`config.mk`:
```
export PLATFORM = sky130hd
export DESIGN_NAME = sample_byte_tx
export DESIGN_NICKNAME = d
export VERILOG_FILES = /design/src/rtl/sample_byte_tx.sv
export SDC_FILE = /design/constraint.sdc
export NUM_CORES = 1
export LEC_CHECK = 0
export BUFFER_PORTS_ARGS = -buffer_cell sky130_fd_sc_hd__buf_2
export CORE_MARGIN = 5
export CORE_UTILIZATION = 45
export DETAILED_ROUTE_END_ITERATION = 10
export GPL_ROUTABILITY_DRIVEN = 0
export PLACE_DENSITY = 0.64
export SYNTH_ARGS = -nofsm -noshare
export SYNTH_HDL_FRONTEND = slang
export SYNTH_SLANG_ARGS = --single-unit
```
`constraint.sdc`:
```
create_clock -name clk -period 4.1 [get_ports clk]
set_clock_uncertainty 0.2 [all_clocks]
set_input_delay 0.205 -clock clk [delete_from_list [all_inputs] [get_ports clk]]
set_output_delay 0.205 -clock clk [all_outputs]
set_load 0.05 [all_outputs]
```
`src/rtl/sample_byte_tx.sv`:
```
// sample_byte_tx: byte-serial sample transmitter.
// 16-bit samples are accepted over valid/ready into a small FIFO. Each sample
// is sent MSB first as two single-cycle strobes on an 8-bit bus. An optional
// idle gap follows every strobe. The strobe for a freshly popped sample is
// registered on the pop edge, so IDLE adds no dead cycle between samples.
module sample_byte_tx #(
    parameter int DATA_WIDTH = 16,
    parameter int FIFO_DEPTH = 4,
    parameter int GAP_CYCLES = 0
) (
    input  logic                          clk,
    input  logic                          rst_n,
    input  logic [DATA_WIDTH-1:0]         sample_in,
    input  logic                          sample_valid,
    output logic                          sample_ready,
    output logic [7:0]                    byte_out,
    output logic                          byte_valid,
    output logic                          sample_done,
    output logic                          busy,
    output logic [$clog2(FIFO_DEPTH):0]   fifo_level
);

    localparam int PW = $clog2(FIFO_DEPTH);
    localparam int LW = PW + 1;
    localparam logic [PW-1:0] PTR_ONE  = PW'(1);
    localparam logic [LW-1:0] LVL_ONE  = LW'(1);
    localparam logic [LW-1:0] LVL_FULL = LW'(FIFO_DEPTH);
    localparam logic [LW-1:0] LVL_ZERO = LW'(0);
    localparam bit            HAS_GAP  = (GAP_CYCLES > 0);
    // Gap counter counts down to zero, so it is loaded with one less than the gap length.
    localparam logic [3:0]    GAP_LOAD = 4'((GAP_CYCLES > 0) ? (GAP_CYCLES - 1) : 0);

    typedef enum logic [2:0] {
        ST_IDLE   = 3'd0,
        ST_MSB    = 3'd1,
        ST_GAP_HI = 3'd2,
        ST_LSB    = 3'd3,
        ST_GAP_LO = 3'd4
    } state_e;

    state_e                 state_q, state_d;
    logic [3:0]             gap_q, gap_d;
    logic [DATA_WIDTH-1:0]  hold_q, hold_d;
    logic [7:0]             byte_q, byte_d;
    logic                   valid_q, valid_d;
    logic                   done_q, done_d;

    logic [DATA_WIDTH-1:0]  mem_q [FIFO_DEPTH];
    logic [PW-1:0]          wr_ptr_q, rd_ptr_q;
    logic [LW-1:0]          level_q;

    logic                   push_s, pop_s, empty_s, full_s;
    logic [DATA_WIDTH-1:0]  head_s;

    assign empty_s      = (level_q == LVL_ZERO);
    assign full_s       = (level_q == LVL_FULL);
    assign push_s       = sample_valid && !full_s;
    assign head_s       = mem_q[rd_ptr_q];

    assign sample_ready = !full_s;
    assign fifo_level   = level_q;
    assign busy         = !empty_s || (state_q != ST_IDLE);
    assign byte_out     = byte_q;
    assign byte_valid   = valid_q;
    assign sample_done  = done_q;

    // FIFO storage: written on every accepted push, never needs reset.
    always_ff @(posedge clk) begin
        if (push_s) begin
            mem_q[wr_ptr_q] <= sample_in;
        end
    end

    // FIFO pointers and occupancy; a simultaneous push and pop leaves the level unchanged.
    always_ff @(posedge clk or negedge rst_n) begin
        if (!rst_n) begin
            wr_ptr_q <= '0;
            rd_ptr_q <= '0;
            level_q  <= LVL_ZERO;
        end else begin
            if (push_s) begin
                wr_ptr_q <= wr_ptr_q + PTR_ONE;
            end
            if (pop_s) begin
                rd_ptr_q <= rd_ptr_q + PTR_ONE;
            end
            case ({push_s, pop_s})
                2'b10:   level_q <= level_q + LVL_ONE;
                2'b01:   level_q <= level_q - LVL_ONE;
                default: level_q <= level_q;
            endcase
        end
    end

    // FSM state register.
    always_ff @(posedge clk or negedge rst_n) begin
        if (!rst_n) begin
            state_q <= ST_IDLE;
        end else begin
            state_q <= state_d;
        end
    end

    // Next-state logic; pops happen only where the FSM decides to start a new sample.
    always_comb begin
        state_d = state_q;
        pop_s   = 1'b0;
        case (state_q)
            ST_IDLE: begin
                if (!empty_s) begin
                    pop_s   = 1'b1;
                    state_d = ST_MSB;
                end else begin
                    state_d = ST_IDLE;
                end
            end
            ST_MSB: begin
                if (HAS_GAP) begin
                    state_d = ST_GAP_HI;
                end else begin
                    state_d = ST_LSB;
                end
            end
            ST_GAP_HI: begin
                if (gap_q == 4'd0) begin
                    state_d = ST_LSB;
                end else begin
                    state_d = ST_GAP_HI;
                end
            end
            ST_LSB: begin
                if (HAS_GAP) begin
                    state_d = ST_GAP_LO;
                end else if (!empty_s) begin
                    pop_s   = 1'b1;
                    state_d = ST_MSB;
                end else begin
                    state_d = ST_IDLE;
                end
            end
            ST_GAP_LO: begin
                if (gap_q != 4'd0) begin
                    state_d = ST_GAP_LO;
                end else if (!empty_s) begin
                    pop_s   = 1'b1;
                    state_d = ST_MSB;
                end else begin
                    state_d = ST_IDLE;
                end
            end
            default: begin
                state_d = ST_IDLE;
            end
        endcase
    end

    // Output next-values keyed on the state being entered, so strobes are registered.
    always_comb begin
        hold_d  = hold_q;
        byte_d  = byte_q;
        valid_d = 1'b0;
        done_d  = 1'b0;
        gap_d   = gap_q;
        case (state_d)
            ST_MSB: begin
                hold_d  = head_s;
                byte_d  = head_s[15:8];
                valid_d = 1'b1;
            end
            ST_LSB: begin
                byte_d  = hold_q[7:0];
                valid_d = 1'b1;
                done_d  = 1'b1;
            end
            ST_GAP_HI, ST_GAP_LO: begin
                if (state_q == state_d) begin
                    gap_d = gap_q - 4'd1;
                end else begin
                    gap_d = GAP_LOAD;
                end
            end
            default: begin
                gap_d = gap_q;
            end
        endcase
    end

    // Output, holding and gap-counter registers.
    always_ff @(posedge clk or negedge rst_n) begin
        if (!rst_n) begin
            hold_q  <= '0;
            byte_q  <= 8'h00;
            valid_q <= 1'b0;
            done_q  <= 1'b0;
            gap_q   <= 4'd0;
        end else begin
            hold_q  <= hold_d;
            byte_q  <= byte_d;
            valid_q <= valid_d;
            done_q  <= done_d;
            gap_q   <= gap_d;
        end
    end

endmodule

```
### Yosys cells after proc, flatten, opt, wreduce, memory -nomap -nowiden

Memory sizes are Yosys's and may differ from the RTL's.
Cells that the tools add are included.

* word-level logic and storage cells: 55
* memories kept: 1
* RAM bits: 64
* output and inout port bits: 15
* input bits: 19
* register bits after elaboration: 32

Memories
* mem_q: depth 4, width 16, read ports 1, clocked after memory_dff 0, write ports 1, RTL line 48 `logic [DATA_WIDTH-1:0] mem_q [FIFO_DEPTH];`

* add/subtract/negate cells: 5
* multiplexer cells: 14
* reduce and logical (&&, ||, !) cells: 14
* equality and inequality tests: 12

Operator list (number)
* 8-bit case mux with 2 select lines: 1
* 3-bit by 2-bit == test with 1-bit output, second input constant: 4
* 3-bit case mux with 4 select lines: 1
* 3-bit == test, second input constant: 3
* 1-bit two-way mux: 8
* 3-bit by 1-bit == test with 1-bit output, second input constant: 2
* 3-bit logical NOT: 2
* 3-bit case mux with 2 select lines: 1
* 2-bit OR reduction: 3
* 2-bit by 1-bit adder with 2-bit output, second input constant: 2
* 4-bit logical NOT: 1
* 4-bit two-way mux: 1
* 2-bit nonzero test: 2
* 4-bit nonzero test: 1
* 4-bit by 1-bit subtractor with 4-bit output, second input constant: 1
* 3-bit by 1-bit adder with 3-bit output, second input constant: 1
* 3-bit == test: 1
* 3-bit two-way mux: 1
* 3-bit nonzero test: 1
* 3-bit by 1-bit subtractor with 3-bit output, second input constant: 1
* 2-bit by 1-bit == test with 1-bit output, second input constant: 1
* 2-bit == test, second input constant: 1
* 1-bit logical NOT: 2
* 1-bit case mux with 2 select lines: 1
* other kinds (2): 2

### Depth between registers and ports, before layout

* word-level depth: 7
* mapped depth: 11
* mapped depth without buffers: 11

### Worst setup path after synthesis

OpenSTA, ideal clock, no wires.

* path kind: register to register
* start point: reg level_q[0] (netlist: fifo_level[0])
* end point: reg level_q[2] (netlist: fifo_level[2])
* stages on the path, launching flop included: 10
* data arrival time: 2.466 ns
* path buffers: 0
* clock period less this slack: 2.812 ns
* slack: 1.288 ns
* setup time: 0.146 ns
* data required time: 3.754 ns
* cell sequence: dfrtp_1 > nor2_1 > nand2_1 > and2_1 > inv_1 > ha_1 > fa_1 > xnor2_1 > nor2_1 > xor2_1

* elaborated cells on any way between the ends: 13
* classes of those cells: add/sub (2); eq/ne (3); mux (4); reduce/logical (4)

RTL lines
* from (decl): RTL line 50 `logic [LW-1:0] level_q;`
* from (signal assigned): RTL line 88 `2'b10: level_q <= level_q + LVL_ONE;`
* from (signal assigned): RTL line 89 `2'b01: level_q <= level_q - LVL_ONE;`
* from (signal assigned): RTL line 90 `default: level_q <= level_q;`
* 3-bit == test (*): RTL line 56 `assign full_s = (level_q == LVL_FULL);`
* 1-bit logical NOT (*)
* net sample_ready: RTL line 15 `output logic sample_ready,`
* 1-bit logical AND (*): RTL line 57 `assign push_s = sample_valid && !full_s;`
* 2-bit by 1-bit == test with 1-bit output or 2-bit == test (tied branches): RTL line 87 `case ({push_s, pop_s})`
* 3-bit case mux with 2 select lines or 2-bit nonzero test (tied branches)

The timed path passes the listed nets; every way through them passes the cells marked *.
A chain may end at the register's enable or synchronous reset.

### Final worst setup path

* start point: reg gap_q[0]
* end point: reg level_q[1] (netlist: fifo_level[1])

* longest elaborated chain between the ends: 5
* elaborated cells on any way between the ends: 7
* classes of those cells: eq/ne (2); mux (3); reduce/logical (2)

Ends and longest elaborated chain
* from (decl): RTL line 42 `logic [3:0] gap_q, gap_d;`
* from (signal assigned): RTL line 201 `gap_q <= gap_d;`
* 4-bit nonzero test (*): RTL line 142 `if (gap_q != 4'd0) begin`
* 1-bit two-way mux (*): RTL line 142
* 1-bit case mux with 2 select lines (*): RTL line 108 `case (state_q)`
* net pop_s: RTL line 52 `logic push_s, pop_s, empty_s, full_s;`
* 2-bit by 1-bit == test with 1-bit output or 2-bit == test (tied branches): RTL line 87
* 3-bit case mux with 2 select lines or 2-bit nonzero test (tied branches)

Marks and branches as above.

==> results.md <==
* Critical Path Source Type: flip-flop
* Grt ovf at 0
* Final worst path period share at between 60 and 70%
* Max VDD drop at ~0.27 mV
* Tightest Pin Transition at 0.9103 ns
* Crit-path cells: inv_1, ha_1, or3b_4, nor3_4, o21ai_4, inv_1, ha_1, fa_1, mux2_2
* Yosys warning count at 0
* CTS buffer count at 9
* Synth Net Count at roughly 230
* Power density over the cells at about 740 nW/µm²
* TritonRoute pass-1 iters at 4
* Hpwl dp at 4.042 mm
* Combinational Power Share at 38.2%
* CORE AREA at ~8600 µm²
* Worst Path Arrival at between 2 and 3 ns
* FFs w/ async S/R, synth at about 33%
* Total number of H-tree levels at 3
* Leading register cell type out of synthesis: edfxtp_1
* Tmin final at approximately 2.7 ns
* Worst skew pair latency at approximately 0.35 ns
* Cells after Synth at a little over 200
* Post-route setup TNS at 0 ns
* Die Wd at approximately 100 µm
* Cell area after synthesis at just under 4000 µm²
* Starting Density at 45.46%
* Area Overhead vs Synth at 15.60%
* HP Class: input port to flip-flop
* Root Driver: clkbuf_8
* Final #Nets at around 290
* Reg2Reg Depth at 9
* Largest net degree at the start of global routing at 33
* Syn avg cell area at about 19 µm²
* Netlist cell types at 33
* CP max FO at 10
* Number of global-route vias before repair at between 2000 and 2500
* Total routed wirelength at around 6.4 mm
* Crit path kind: flip-flop to flip-flop
* Via count at ~1900
* PostCTS Resize Cnt at 0
* Slew headroom at slightly below 40%
* Post-synthesis sequential area ratio at a little over two thirds
* Ant diodes at 0
* Final hold violations at 0
* Clock Sinks at between 90 and 100
* Int Pwr at about 2.2 mW
* Min-Delay Path Depth at 3
* # Max-Cap Violations at 0
* IO Port Bufs at 33
* Required @ worst endpoint at just over 4 ns
* Sequential power share at 45.6%
* Number of synthesized flops with an enable pin at 64
* Max Clk Rate at 367.7 MHz
* Run status: finished, final reports clean
* Fraction of layout cells with a size suffix above 1 at approximately a third
* Routed Antenna Nets at 0
* Initial antenna violation count at 0
* Setup bufs post-CTS at 0
* Count of hold-fix buffers inserted at cts at 17
* Leakage power at about 1.7 nW
* Die Ht at between 100 and 150 µm
* Net Sw Frac at 35.46%
* Global-route usage over all layers at roughly 14%
* Crit end category: flip-flop
* Cell row count at 34
* First-pass GRT wire length at 10.61 mm
* Worst path slowest cell: or3b_4
* Crit path largest cell delay at around 0.42 ns
* Clk pwr share at approximately 16%
* Bufs on Longest Clock Path at 2
* TritonCTS clock tree: done
* Clk pin slew, worst setup/hold paths at 0.09 ns
* Register bit total from synthesis at 96
* I/O pin count at 34
* Worst setup margin at roughly 1.4 ns
* RSZ-0062 raised after global routing: false
* P_sw at roughly 1.2 mW
* Residual DRC at 0
* Final setup fails at 0
* Die area at around 11000 µm²
* Power Total at 3.339 mW
* Dpl ws at ~1.4 ns
* Vias per cell at 5.081
* Slew Viols, Final at 0
* Wire length per cell at 17.24 µm
* First DRT Iteration DRCs at 35
## synthesized netlist by cell type, types with 3 or more instances
library cell,number,area share (%)
nor3_1,3,0.38
ha_1,6,1.9
edfxtp_1,64,49
nand2_1,3,0.29
nor2_1,5,0.48
mux2_2,26,7.5
mux4_2,9,5.2
mux4_1,7,4.7
inv_1,8,0.77
xnor2_1,9,2.0
buf_2,3,0.38
dfrtp_1,32,20
and3_1,5,0.80
## cell usage in the layout (no fill, tap or decap), types with 2 or more instances in the layout
cell           instances
inv_1                  8
mux4_1                 7
xor2_1                 2
ha_1                   6
clkinvlp_4             3
nor2_1                 5
dfrtp_1               32
edfxtp_1              64
nor3_1                 3
dlygate4sd3_1         17
clkbuf_8               9
nor2b_1                2
and3_1                 5
nand2_1                3
mux4_2                 9
xnor2_1                9
mux2_2                26
buf_2                 33
## worst paths after layout
kind                                        endpoint  slack, ns                    start
setup / recovery           fifo_level[1]$_DFFE_PN0P_       1.38     gap_q[0]$_DFFE_PN0P_
hold / removal               wr_ptr_q[0]$_DFFE_PN0P_       0.04             sample_valid
setup reg to reg           fifo_level[1]$_DFFE_PN0P_       1.38     gap_q[0]$_DFFE_PN0P_
hold reg to reg              byte_out[5]$_DFFE_PN0P_       0.30  byte_out[5]$_DFFE_PN0P_
max in group asynchronous       state_q[1]$_DFF_PN0_       3.00                    rst_n
min in group asynchronous       state_q[2]$_DFF_PN0_       0.24                    rst_n
## flip-flops by register name, summed over array words and instances (netlist names)
register and flops:
fifo_level 3, mem_q 64, sample_done 1, byte_out 8, byte_valid 1, gap_q 4
wr_ptr_q 2, state_q 3, rd_ptr_q 2, hold_q 8
## kinds of logic after synthesis
kind of cell | count (synthesis) | share of synthesized area (%)
AOI/OAI and AO/OA | 6 | 1.634
xor gates and xnor gates | 11 | 2.467
adders and majority gates | 7 | 2.434
buffers and inverters | 14 | 1.826
DFF | 96 | 69.70
muxes | 43 | 17.65
and+or+nand+nor | 26 | 4.292
## worst max-delay path, delay by kind of cell, from the launching register on
kind / cells / cell delay, ns
AOI/OAI and AO/OA: 1 / 0.16
adders and majority gates: 3 / 0.80
buffers and inverters: 2 / 0.19
DFF: 1 / 0.39
muxes: 1 / 0.26
and+or+nand+nor: 2 / 0.61
## layer usage
metal | vias up | GRT usage, % | share of wire (%)
li1 | 889 | - | -
met1 | 955 | 16.98 | 43
met2 | 40 | 23.04 | 51
met3 | 6 | 3.622 | 4.8
met4 | 0 | 5.279 | 0.87
met5 | - | 0 | 0
## per-stage QoR
stage / hold WS [ns] / utilization, % / area, µm² / cells
floorplan: -0.2906 / - / 3906 / 203
global placement: 0.1122 / 48.56 / 4173 / 339
detailed placement: 0.1119 / 48.56 / 4173 / 339
global route: 0.07726 / 52.55 / 4516 / 372
finish: 0.04182 / 52.55 / 4516 / 372
CTS: 0.03557 / 52.55 / 4516 / 372
## layout make-up
cell class | count | area (µm²)
Inverter | 8 | 30.03
Clock buffer | 10 | 127.6
Clock inverter | 6 | 45.04
Timing Repair Buffer | 51 | 342.8
Multi-Input combinational cell | 93 | 1112
Fill cell | 719 | 4078
Sequential cell | 96 | 2723
Tap cell | 108 | 135.1
## power by group through the flow
stage	registers, mW	clock network, mW	logic, mW
2_1_floorplan	1.66	0	0.901
3_3_place_gp	1.55	0	1.27
3_5_place_dp	1.55	0	1.29
4_1_cts	1.53	0.559	1.30
5_1_grt	1.56	0.599	1.39
6_report	1.52	0.542	1.27
Power figures use the tool's default switching activity.
